### config.mk
export PLATFORM = sky130hd
export DESIGN_NAME = motion_queue_sequencer
export DESIGN_NICKNAME = d
export VERILOG_FILES = /design/src/rtl/motion_pkg.sv /design/src/rtl/move_fifo.sv /design/src/rtl/motion_queue_sequencer.sv
export SDC_FILE = /design/constraint.sdc
export NUM_CORES = 2
export LEC_CHECK = 0
export ABC_AREA = 0
export CORE_MARGIN = 2
export CORE_UTILIZATION = 60
export CTS_BUF_LIST = sky130_fd_sc_hd__clkbuf_8
export DETAILED_ROUTE_END_ITERATION = 10
export PLACE_DENSITY = 0.93
export SYNTH_ARGS = -nofsm -noshare
export SYNTH_HDL_FRONTEND = slang
export SYNTH_SLANG_ARGS = --single-unit
### constraint.sdc
create_clock -name clk -period 53 [get_ports clk]
set_clock_uncertainty 0.1 [all_clocks]
set_input_delay 5.3 -clock clk [delete_from_list [all_inputs] [get_ports clk]]
set_output_delay 5.3 -clock clk [all_outputs]
set_load 0.02 [all_outputs]
### src/rtl/motion_pkg.sv
// rtl/motion_pkg.sv - shared types for the motion queue sequencer
// Purpose: move command layout, sequencer state encoding and axis count.
// Axis index order everywhere: 0 = x, 1 = y, 2 = z, 3 = e0, 4 = e1.
package motion_pkg;

    localparam int AXES = 5;

    typedef logic signed [31:0] steps_t;

    typedef struct packed {
        logic [AXES-1:0][31:0] speed;   // microsteps/s, unsigned
        steps_t [AXES-1:0]     num;     // signed step counts
    } move_cmd_t;

    typedef enum logic [2:0] {
        ST_IDLE,
        ST_LOAD,
        ST_RUN,
        ST_RELEASE,
        ST_HALT
    } seq_state_t;

    // Steps actually travelled by an interrupted move: the executed count is
    // unsigned, so its direction comes from the sign of the planned count.
    function automatic steps_t partial_steps(input steps_t planned, input logic [31:0] done);
        return planned[31] ? -$signed(done) : $signed(done);
    endfunction

endpackage

### src/rtl/move_fifo.sv
// rtl/move_fifo.sv - synchronous FIFO of move commands
// Purpose: DEPTH-entry queue (DEPTH a power of two) with flush.
// Ports: clk, reset (sync, active-high); push_i/data_i write; pop_i read
//        (data_o shows the head); flush_i empties the queue and discards a
//        same-cycle push; count_o/full_o/empty_o report occupancy.
module move_fifo
    import motion_pkg::*;
#(
    parameter int  DEPTH = 8,
    localparam int AW    = $clog2(DEPTH)
) (
    input  logic      clk,
    input  logic      reset,
    input  logic      push_i,
    input  move_cmd_t data_i,
    input  logic      pop_i,
    input  logic      flush_i,
    output move_cmd_t data_o,
    output logic [AW:0] count_o,
    output logic      full_o,
    output logic      empty_o
);

    move_cmd_t     mem_q [DEPTH];
    logic [AW-1:0] wr_ptr_q;
    logic [AW-1:0] rd_ptr_q;
    logic [AW:0]   count_q;
    logic          do_push;
    logic          do_pop;

    assign full_o  = (count_q == (AW+1)'(DEPTH));
    assign empty_o = (count_q == '0);
    assign count_o = count_q;
    assign data_o  = mem_q[rd_ptr_q];

    assign do_push = push_i && !full_o && !flush_i;
    assign do_pop  = pop_i && !empty_o && !flush_i;

    always_ff @(posedge clk) begin
        if (do_push) begin
            mem_q[wr_ptr_q] <= data_i;
        end
    end

    always_ff @(posedge clk) begin
        if (reset || flush_i) begin
            wr_ptr_q <= '0;
            rd_ptr_q <= '0;
            count_q  <= '0;
        end else begin
            if (do_push) begin
                wr_ptr_q <= wr_ptr_q + 1'b1;
            end
            if (do_pop) begin
                rd_ptr_q <= rd_ptr_q + 1'b1;
            end
            case ({do_push, do_pop})
                2'b10:   count_q <= count_q + 1'b1;
                2'b01:   count_q <= count_q - 1'b1;
                default: count_q <= count_q;
            endcase
        end
    end

endmodule

### src/rtl/motion_queue_sequencer.sv
// rtl/motion_queue_sequencer.sv - queues G-code moves and hands them to the motion pipeline
// Purpose: FIFO-buffered moves, start_driving_main/finish handshake, fault halt.
// Ports: clk, reset (sync, active-high); cmd_valid/cmd_ready + cmd_speed_*/cmd_num_*
//        move input; abort, clear_error control; speed_*_main/num_*_m and
//        start_driving_main to the pipeline; finish, error, num_*_now from it;
//        busy, halted, count, moves_done status.
// Option MOTION_QUEUE_POSITION_EN: adds pos_* absolute position outputs and
//        the pos_load/pos_load_* preset inputs.
module motion_queue_sequencer
    import motion_pkg::*;
#(
    parameter int  DEPTH = 8,
    localparam int AW    = $clog2(DEPTH)
) (
    input  logic               clk,
    input  logic               reset,
    input  logic               cmd_valid,
    output logic               cmd_ready,
    input  logic [31:0]        cmd_speed_x,
    input  logic [31:0]        cmd_speed_y,
    input  logic [31:0]        cmd_speed_z,
    input  logic [31:0]        cmd_speed_e0,
    input  logic [31:0]        cmd_speed_e1,
    input  logic signed [31:0] cmd_num_x,
    input  logic signed [31:0] cmd_num_y,
    input  logic signed [31:0] cmd_num_z,
    input  logic signed [31:0] cmd_num_e0,
    input  logic signed [31:0] cmd_num_e1,
    input  logic               abort,
    input  logic               clear_error,
    output logic [31:0]        speed_x_main,
    output logic [31:0]        speed_y_main,
    output logic [31:0]        speed_z_main,
    output logic [31:0]        speed_e0_main,
    output logic [31:0]        speed_e1_main,
    output logic signed [31:0] num_x_m,
    output logic signed [31:0] num_y_m,
    output logic signed [31:0] num_z_m,
    output logic signed [31:0] num_e0_m,
    output logic signed [31:0] num_e1_m,
    output logic               start_driving_main,
    input  logic               finish,
    input  logic               error,
    input  logic [31:0]        num_x_now,
    input  logic [31:0]        num_y_now,
    input  logic [31:0]        num_z_now,
    input  logic [31:0]        num_e0_now,
    input  logic [31:0]        num_e1_now,
`ifdef MOTION_QUEUE_POSITION_EN
    output logic signed [31:0] pos_x,
    output logic signed [31:0] pos_y,
    output logic signed [31:0] pos_z,
    output logic signed [31:0] pos_e0,
    output logic signed [31:0] pos_e1,
    input  logic               pos_load,
    input  logic signed [31:0] pos_load_x,
    input  logic signed [31:0] pos_load_y,
    input  logic signed [31:0] pos_load_z,
    input  logic signed [31:0] pos_load_e0,
    input  logic signed [31:0] pos_load_e1,
`endif
    output logic               busy,
    output logic               halted,
    output logic [AW:0]        count,
    output logic [31:0]        moves_done
);

    seq_state_t            state_q;
    seq_state_t            state_d;
    move_cmd_t             cmd_in;
    move_cmd_t             head;
    move_cmd_t             move_q;
    logic [31:0]           moves_done_q;
    logic                  fifo_full;
    logic                  fifo_empty;
    logic                  fifo_push;
    logic                  fifo_flush;
    logic                  abort_act;
    logic [AXES-1:0][31:0] now_vec;

    assign cmd_in.speed = {cmd_speed_e1, cmd_speed_e0, cmd_speed_z, cmd_speed_y, cmd_speed_x};
    assign cmd_in.num   = {cmd_num_e1, cmd_num_e0, cmd_num_z, cmd_num_y, cmd_num_x};
    assign now_vec      = {num_e1_now, num_e0_now, num_z_now, num_y_now, num_x_now};

    // HALT already empties the queue and refuses input, so abort means nothing there.
    assign abort_act  = abort && (state_q != ST_HALT);
    assign cmd_ready  = !fifo_full && (state_q != ST_HALT);
    assign fifo_push  = cmd_valid && cmd_ready && !abort_act;
    assign fifo_flush = abort_act || (state_d == ST_HALT);

    move_fifo #(.DEPTH(DEPTH)) u_fifo (
        .clk     (clk),
        .reset   (reset),
        .push_i  (fifo_push),
        .data_i  (cmd_in),
        .pop_i   (state_q == ST_LOAD),
        .flush_i (fifo_flush),
        .data_o  (head),
        .count_o (count),
        .full_o  (fifo_full),
        .empty_o (fifo_empty)
    );

    always_ff @(posedge clk) begin
        if (reset) begin
            state_q <= ST_IDLE;
        end else begin
            state_q <= state_d;
        end
    end

    always_comb begin
        state_d = state_q;
        case (state_q)
            ST_IDLE:    if (!fifo_empty) state_d = ST_LOAD;
            ST_LOAD:    state_d = ST_RUN;
            ST_RUN:     if (finish) state_d = error ? ST_HALT : ST_RELEASE;
            ST_RELEASE: state_d = ST_IDLE;
            ST_HALT:    if (clear_error) state_d = ST_IDLE;
            default:    state_d = ST_IDLE;
        endcase
        if (abort_act) begin
            state_d = ST_IDLE;
        end
    end

    always_comb begin
        start_driving_main = (state_q == ST_RUN);
        halted             = (state_q == ST_HALT);
        busy               = (state_q != ST_IDLE) || !fifo_empty;
    end

    always_ff @(posedge clk) begin
        if (reset) begin
            move_q <= '0;
        end else if ((state_q == ST_LOAD) && !abort_act) begin
            move_q <= head;
        end
    end

    always_ff @(posedge clk) begin
        if (reset) begin
            moves_done_q <= '0;
        end else if ((state_q == ST_RUN) && (state_d == ST_RELEASE)) begin
            moves_done_q <= moves_done_q + 1'b1;
        end
    end

    assign moves_done    = moves_done_q;
    assign speed_x_main  = move_q.speed[0];
    assign speed_y_main  = move_q.speed[1];
    assign speed_z_main  = move_q.speed[2];
    assign speed_e0_main = move_q.speed[3];
    assign speed_e1_main = move_q.speed[4];
    assign num_x_m       = move_q.num[0];
    assign num_y_m       = move_q.num[1];
    assign num_z_m       = move_q.num[2];
    assign num_e0_m      = move_q.num[3];
    assign num_e1_m      = move_q.num[4];

`ifdef MOTION_QUEUE_POSITION_EN
    steps_t [AXES-1:0] pos_q;
    steps_t [AXES-1:0] pos_load_vec;

    assign pos_load_vec = {pos_load_e1, pos_load_e0, pos_load_z, pos_load_y, pos_load_x};

    always_ff @(posedge clk) begin
        if (reset) begin
            pos_q <= '0;
        end else if (pos_load && ((state_q == ST_IDLE) || (state_q == ST_HALT))) begin
            pos_q <= pos_load_vec;
        end else if (state_q == ST_RELEASE) begin
            for (int a = 0; a < AXES; a++) begin
                pos_q[a] <= pos_q[a] + move_q.num[a];
            end
        end else if ((state_q == ST_RUN) && ((state_d == ST_HALT) || abort_act)) begin
            // Interrupted move: account only for the steps already executed.
            for (int a = 0; a < AXES; a++) begin
                pos_q[a] <= pos_q[a] + partial_steps(move_q.num[a], now_vec[a]);
            end
        end
    end

    assign pos_x  = pos_q[0];
    assign pos_y  = pos_q[1];
    assign pos_z  = pos_q[2];
    assign pos_e0 = pos_q[3];
    assign pos_e1 = pos_q[4];
`else
    logic unused_now;
    assign unused_now = ^now_vec;
`endif

endmodule

* Word level (Yosys, flattened, before mapping)
Memories as Yosys holds them, arrays and structs flattened. A register that Yosys moved wholly into a read port is not among the register bits. Index checks and enable logic that the tools add are counted.
Word-level totals: register bits 45, bits in writable memories 2560, input bits 487, memories kept 1
Memory list:
- u_fifo.mem_q | depth 8, bits a word 320, read ports 1, clocked after memory_dff 1, write ports 1, RTL line move_fifo.sv:24 | move_cmd_t mem_q [DEPTH];
Cells by class: $add $sub $neg 5, eq/ne operators 9, muxes and demuxes 9, reductions and logical operators 21
Operators by type and width (count):
- 32-bit by 1-bit adder with 32-bit output (second input constant) | 1
- 3-bit 2-to-1 mux | 5
- 3-bit case mux with 4 select lines | 1
- 1-bit logical AND | 10
- 4-bit case mux with 2 select lines | 1
- 3-bit by 1-bit adder with 3-bit output (second input constant) | 2
- 3-bit by 2-bit == test with 1-bit output (second input constant) | 2
- 3-bit == test (second input constant) | 2
- 4-bit by 1-bit adder with 4-bit output (second input constant) | 1
- 4-bit == test (second input constant) | 1
- 1-bit logical NOT | 4
- 4-bit logical NOT | 1
- 4-bit by 1-bit subtractor with 4-bit output (second input constant) | 1
- 3-bit by 1-bit == test with 1-bit output (second input constant) | 1
- 3-bit logical NOT | 1
- 1-bit logical OR | 3
- 3-bit inequality test (second input constant) | 1
- 3-bit nonzero test | 1
- 2-bit by 1-bit == test with 1-bit output (second input constant) | 1
- 2-bit == test (second input constant) | 1
- 1-bit 2-to-1 mux | 2
- 2-bit nonzero test | 1

* Logic depth before layout (Yosys ltp)
depth after elaboration 10, mapped depth 11

* Modules after synthesis
Synthesis repeated with hierarchy kept, for this count alone.
Second synthesis, totals: cell total of the unflattened synthesis 5387, area total of the unflattened synthesis 109521.3 um2
Modules (own cells, without submodules):
- move_fifo | times used 1, cells each 3778, area an instance 96754.0 um2, sequential area each 77134.0 um2
- motion_queue_sequencer | times used 1, cells each 1609, area an instance 12767.2 um2, sequential area each 7106.8 um2

* Least setup slack after synthesis
Ideal clock, no wire load.
path kind input-to-reg, from input abort, to memory u_fifo.mem_q[2][0] (netlist bit), enable pin, library setup time 1894 ps, arrival 38593 ps, data required time 51006 ps, path slack 12413 ps, cell stages on the path 4, buffers on the path 1, cell sequence clkbuf_1 > nor4b_2 > nand2_1 > nor4b_1
On the way: word-level cells in the longest chain between the ends 8, elaborated cells on any way between the ends 11
RTL lines:
- from (decl) | RTL line motion_queue_sequencer.sv:29 | input logic abort,
- 1-bit logical AND * | RTL line motion_queue_sequencer.sv:86 | assign abort_act = abort && (state_q != ST_HALT);
- 3-bit 2-to-1 mux | RTL line motion_queue_sequencer.sv:122 | if (abort_act) begin
- 3-bit == test | RTL line motion_queue_sequencer.sv:89 | assign fifo_flush = abort_act || (state_d == ST_HALT);
- 1-bit logical OR | RTL line motion_queue_sequencer.sv:89
- 1-bit logical NOT | RTL line move_fifo.sv:36 | assign do_push = push_i && !full_o && !flush_i;
- 1-bit logical AND * | RTL line move_fifo.sv:36
- 1-bit 2-to-1 mux * | RTL line move_fifo.sv:40 | if (do_push) begin
- 1-bit 2-to-1 mux (implied by the code) * | RTL line move_fifo.sv:41 | mem_q[wr_ptr_q] <= data_i;
- to (decl) | RTL line move_fifo.sv:24
Every way passes the cells marked *; elsewhere a longest branch is shown, timed or not.

* Worst setup path after layout
from input abort, to memory u_fifo.mem_q[2][194] (netlist bit), enable pin
Same word-level chain as after synthesis.

==> metrics.md <==
| Metric | Value |
|---|---|
| Share of layout cells above drive strength 1 | 0.2070 |
| YS warnings | 0 |
| Worst skew pair latency | 1.12 ns |
| Synth Flop Type | edfxtp_1 |
| Static Leak | about 38 nW |
| Finished Core Util | 0.7058 |
| Syn_area_per_cell | approximately 21 sq um |
| GPL Wtd Cong | just over 0.8 |
| CTS Sinks | between 2000 and 3000 |
| Largest Register | u_fifo.mem_q |
| H-tree levels | 5 |
| Tcrit/Tclk final | 0.1857 |
| Most frequent cells in the layout | edfxtp_1 (2560), clkdlybuf4s50_1 (685), mux4_2 (640), clkbuf_8 (506), dfxtp_1 (362) |
| Post-synth EDFFs | about 2600 |
| Routed Antenna Nets | 0 |
| Root buf cell | clkbuf_8 |
| DR vias/cell | between 6 and 7 |
| Fill count | 9333 |
| Rows | about 160 |
| Worst Path Buf+Inv | 4 |
| Register area share after synthesis | 0.7792 |
| Initial antenna violation count | slightly above 80 |
| First-pass GRT wire length | between 300000 and 400000 um |
| CP Max Fanout | 58 |
| FMAX | around 100 MHz |
| Slew HR | 0.1083 |
| Ys async rst share | 0 |
| Design Area, Final | 126100 sq um |
| Crit-path max cell delay | about 0.97 ns |
| Total power | 4.407 mW |
| Delay-heaviest family, CP | buffers and inverters |
| Status | finished clean |
| Cell Area, Synth | around 110000 sq um |
| Initial core utilization | 0.6048 |
| Clock transition at path regs | ~0.06 ns |
| Crit path time final | between 9 and 10 ns |
| Area grow syn2layout | 16.69% |
| Cell variety after synth | 42 |
| Most common cell after layout, fill and taps aside | edfxtp_1 |
| CTS tree | built |
| Total track usage | 0.2943 |
| Worst setup margin | between 40 and 50 ns |
| Worst EP arrival | about 10 ns |
| Max capacitance violation total | 0 |
| Setup bufs post-CTS | 0 |
| Final hold violations | 0 |
| Synth Register Bits | between 2000 and 3000 |
| Die width | between 400 and 500 um |
| DP Area | about 120000 sq um |
| Startpoint Class | primary input |
| Final setup viols | 0 |
| Post-cts sizing count | 0 |
| Fin. max-slew vios | 0 |
| Power Density | approximately 35 nW/um^2 |
| Via count | about 57000 |
| Final Instance Count excl. Fillers | about 9000 |
| Slowest cell on crit path | nor4b_4 |
| Synthesized net count | between 5000 and 6000 |
| Die Span Y | between 400 and 500 um |
| Hold Buf Count CTS | 0 |
| HP Class | reg -> reg |
| Drt wl/cell | between 30 and 40 um |
| Max Root-Sink Buffers | 4 |
| DR pass1 iterations | 8 |
| DRC | 0 |
| Crit-path most repeated cell | buf_4 |
| Vias in the first global route | 58950 |
| Fin nets | 6447 |
| Post-place setup slack | approximately 42 ns |
| Setup TNS | 0 ns |
| Core Box Area | between 150000 and 200000 sq um |
| Initial DRC count | about 6500 |
| Grt total ovfl | 0 |
| CP cell instances | clkdlybuf4s50_1 > nor4b_4 > nand2_1 > nor4b_2 > buf_4 > buf_4 > buf_4 |
| Final WL | ~270000 um |
| WHS | ~0.40 ns |
| CP Capture Type | flip-flop |
| HPWL after DPL | approximately 140000 um |
| Die Area | 183500 sq um |
| Placed Cells incl. Taps | roughly 8000 |
| Required @ worst endpoint | around 54 ns |
| RSZ-0062 raised after global routing | no |
| Largest register FFs | between 2000 and 3000 |
| Io pins | around 850 |
| Largest net degree at the start of global routing | ~210 |
| Port Buffers | 686 |
| Max IR drop VDD | about 38 uV |
| Slew @ Worst Pin | 1.337 ns |
| Critical path class | in -> reg |
| Num CTS Buffers | 439 |
| Mapped Cells | just over 5000 |
[synth_stat cells (all sizes together) (2+ instances only)]
library cell  number  area (sq um)
dfxtp            365          7307
a21o               2         15.01
nor2             346          1299
nor3b              5         37.54
inv                9         33.78
buf               93         425.4
or4               22         165.2
xnor2              4         35.03
a31o               2         17.52
mux4             640         14410
nor4               5         31.28
clkbuf           209         784.5
nor2b              5         31.28
o31ai             17         127.6
nand4             11         68.82
nand3             18         90.09
nor4b              5         56.31
ha                 6         75.07
and4               3         26.28
a211oi           321          2410
nor3               7         35.03
xor2               8         70.07
or3                4         25.02
and3               2         12.51
edfxtp          2560         76870
a21oi             30         150.1
o21ai              5         25.02
nand2             13         48.80
mux2i            324          3243
[tightest hold or removal path, cell delays in order (launching register included)]
cell      delay (ns)
dfxtp_1         0.31
nor2_1          0.09
a211oi_1        0.05
[logic make-up after synthesis]
group           after synthesis  synth area share
compound gates              381           0.02570
flops                      2925            0.7792
mux                         965            0.1635
fa+ha+maj                     7         0.0008802
simple gates                450           0.01817
buf+inv                     311           0.01151
xor+xnor                     12         0.0009729
[final timing paths]
path | from | to | slack (ns) | depth (start not counted)
setup / recovery | abort | u_fifo.mem_q[2][194] | 43.16 | 7
hold / removal | num_y_m[2] | num_y_m[2] | 0.40 | 2
setup reg to reg | state_q[1] | u_fifo.mem_q[2][194] | 47.19 | 8
hold reg to reg | num_y_m[2] | num_y_m[2] | 0.40 | 2
[routing by layer]
metal | part of all wire | GRT usage
met2 | 0.51 | 0.4859
met5 | 0.00073 | 0
met4 | 0.071 | 0.1991
met1 | 0.33 | 0.3484
met3 | 0.088 | 0.06632
[final cells by class]
type,instances,area (sq um),area share
repair buffers,763,7637,0.06059
clock inverters,297,1423,0.01129
diodes,74,185.2,0.001469
flip-flops and latches,2925,84190,0.6679
multi-input cells,1815,22680,0.1799
clock buffers,506,6964,0.05525
inverters,9,33.78,0.0002680
well taps,2355,2947,0.02337
[power breakdown]
group	internal, mW	leakage [nW]	switching (mW)
clock network	0.900	4.95	0.867
logic	0.0438	7.34	0.0652
registers	2.52	26.1	0.00786
No activity file was read; power rests on OpenSTA's default activity.
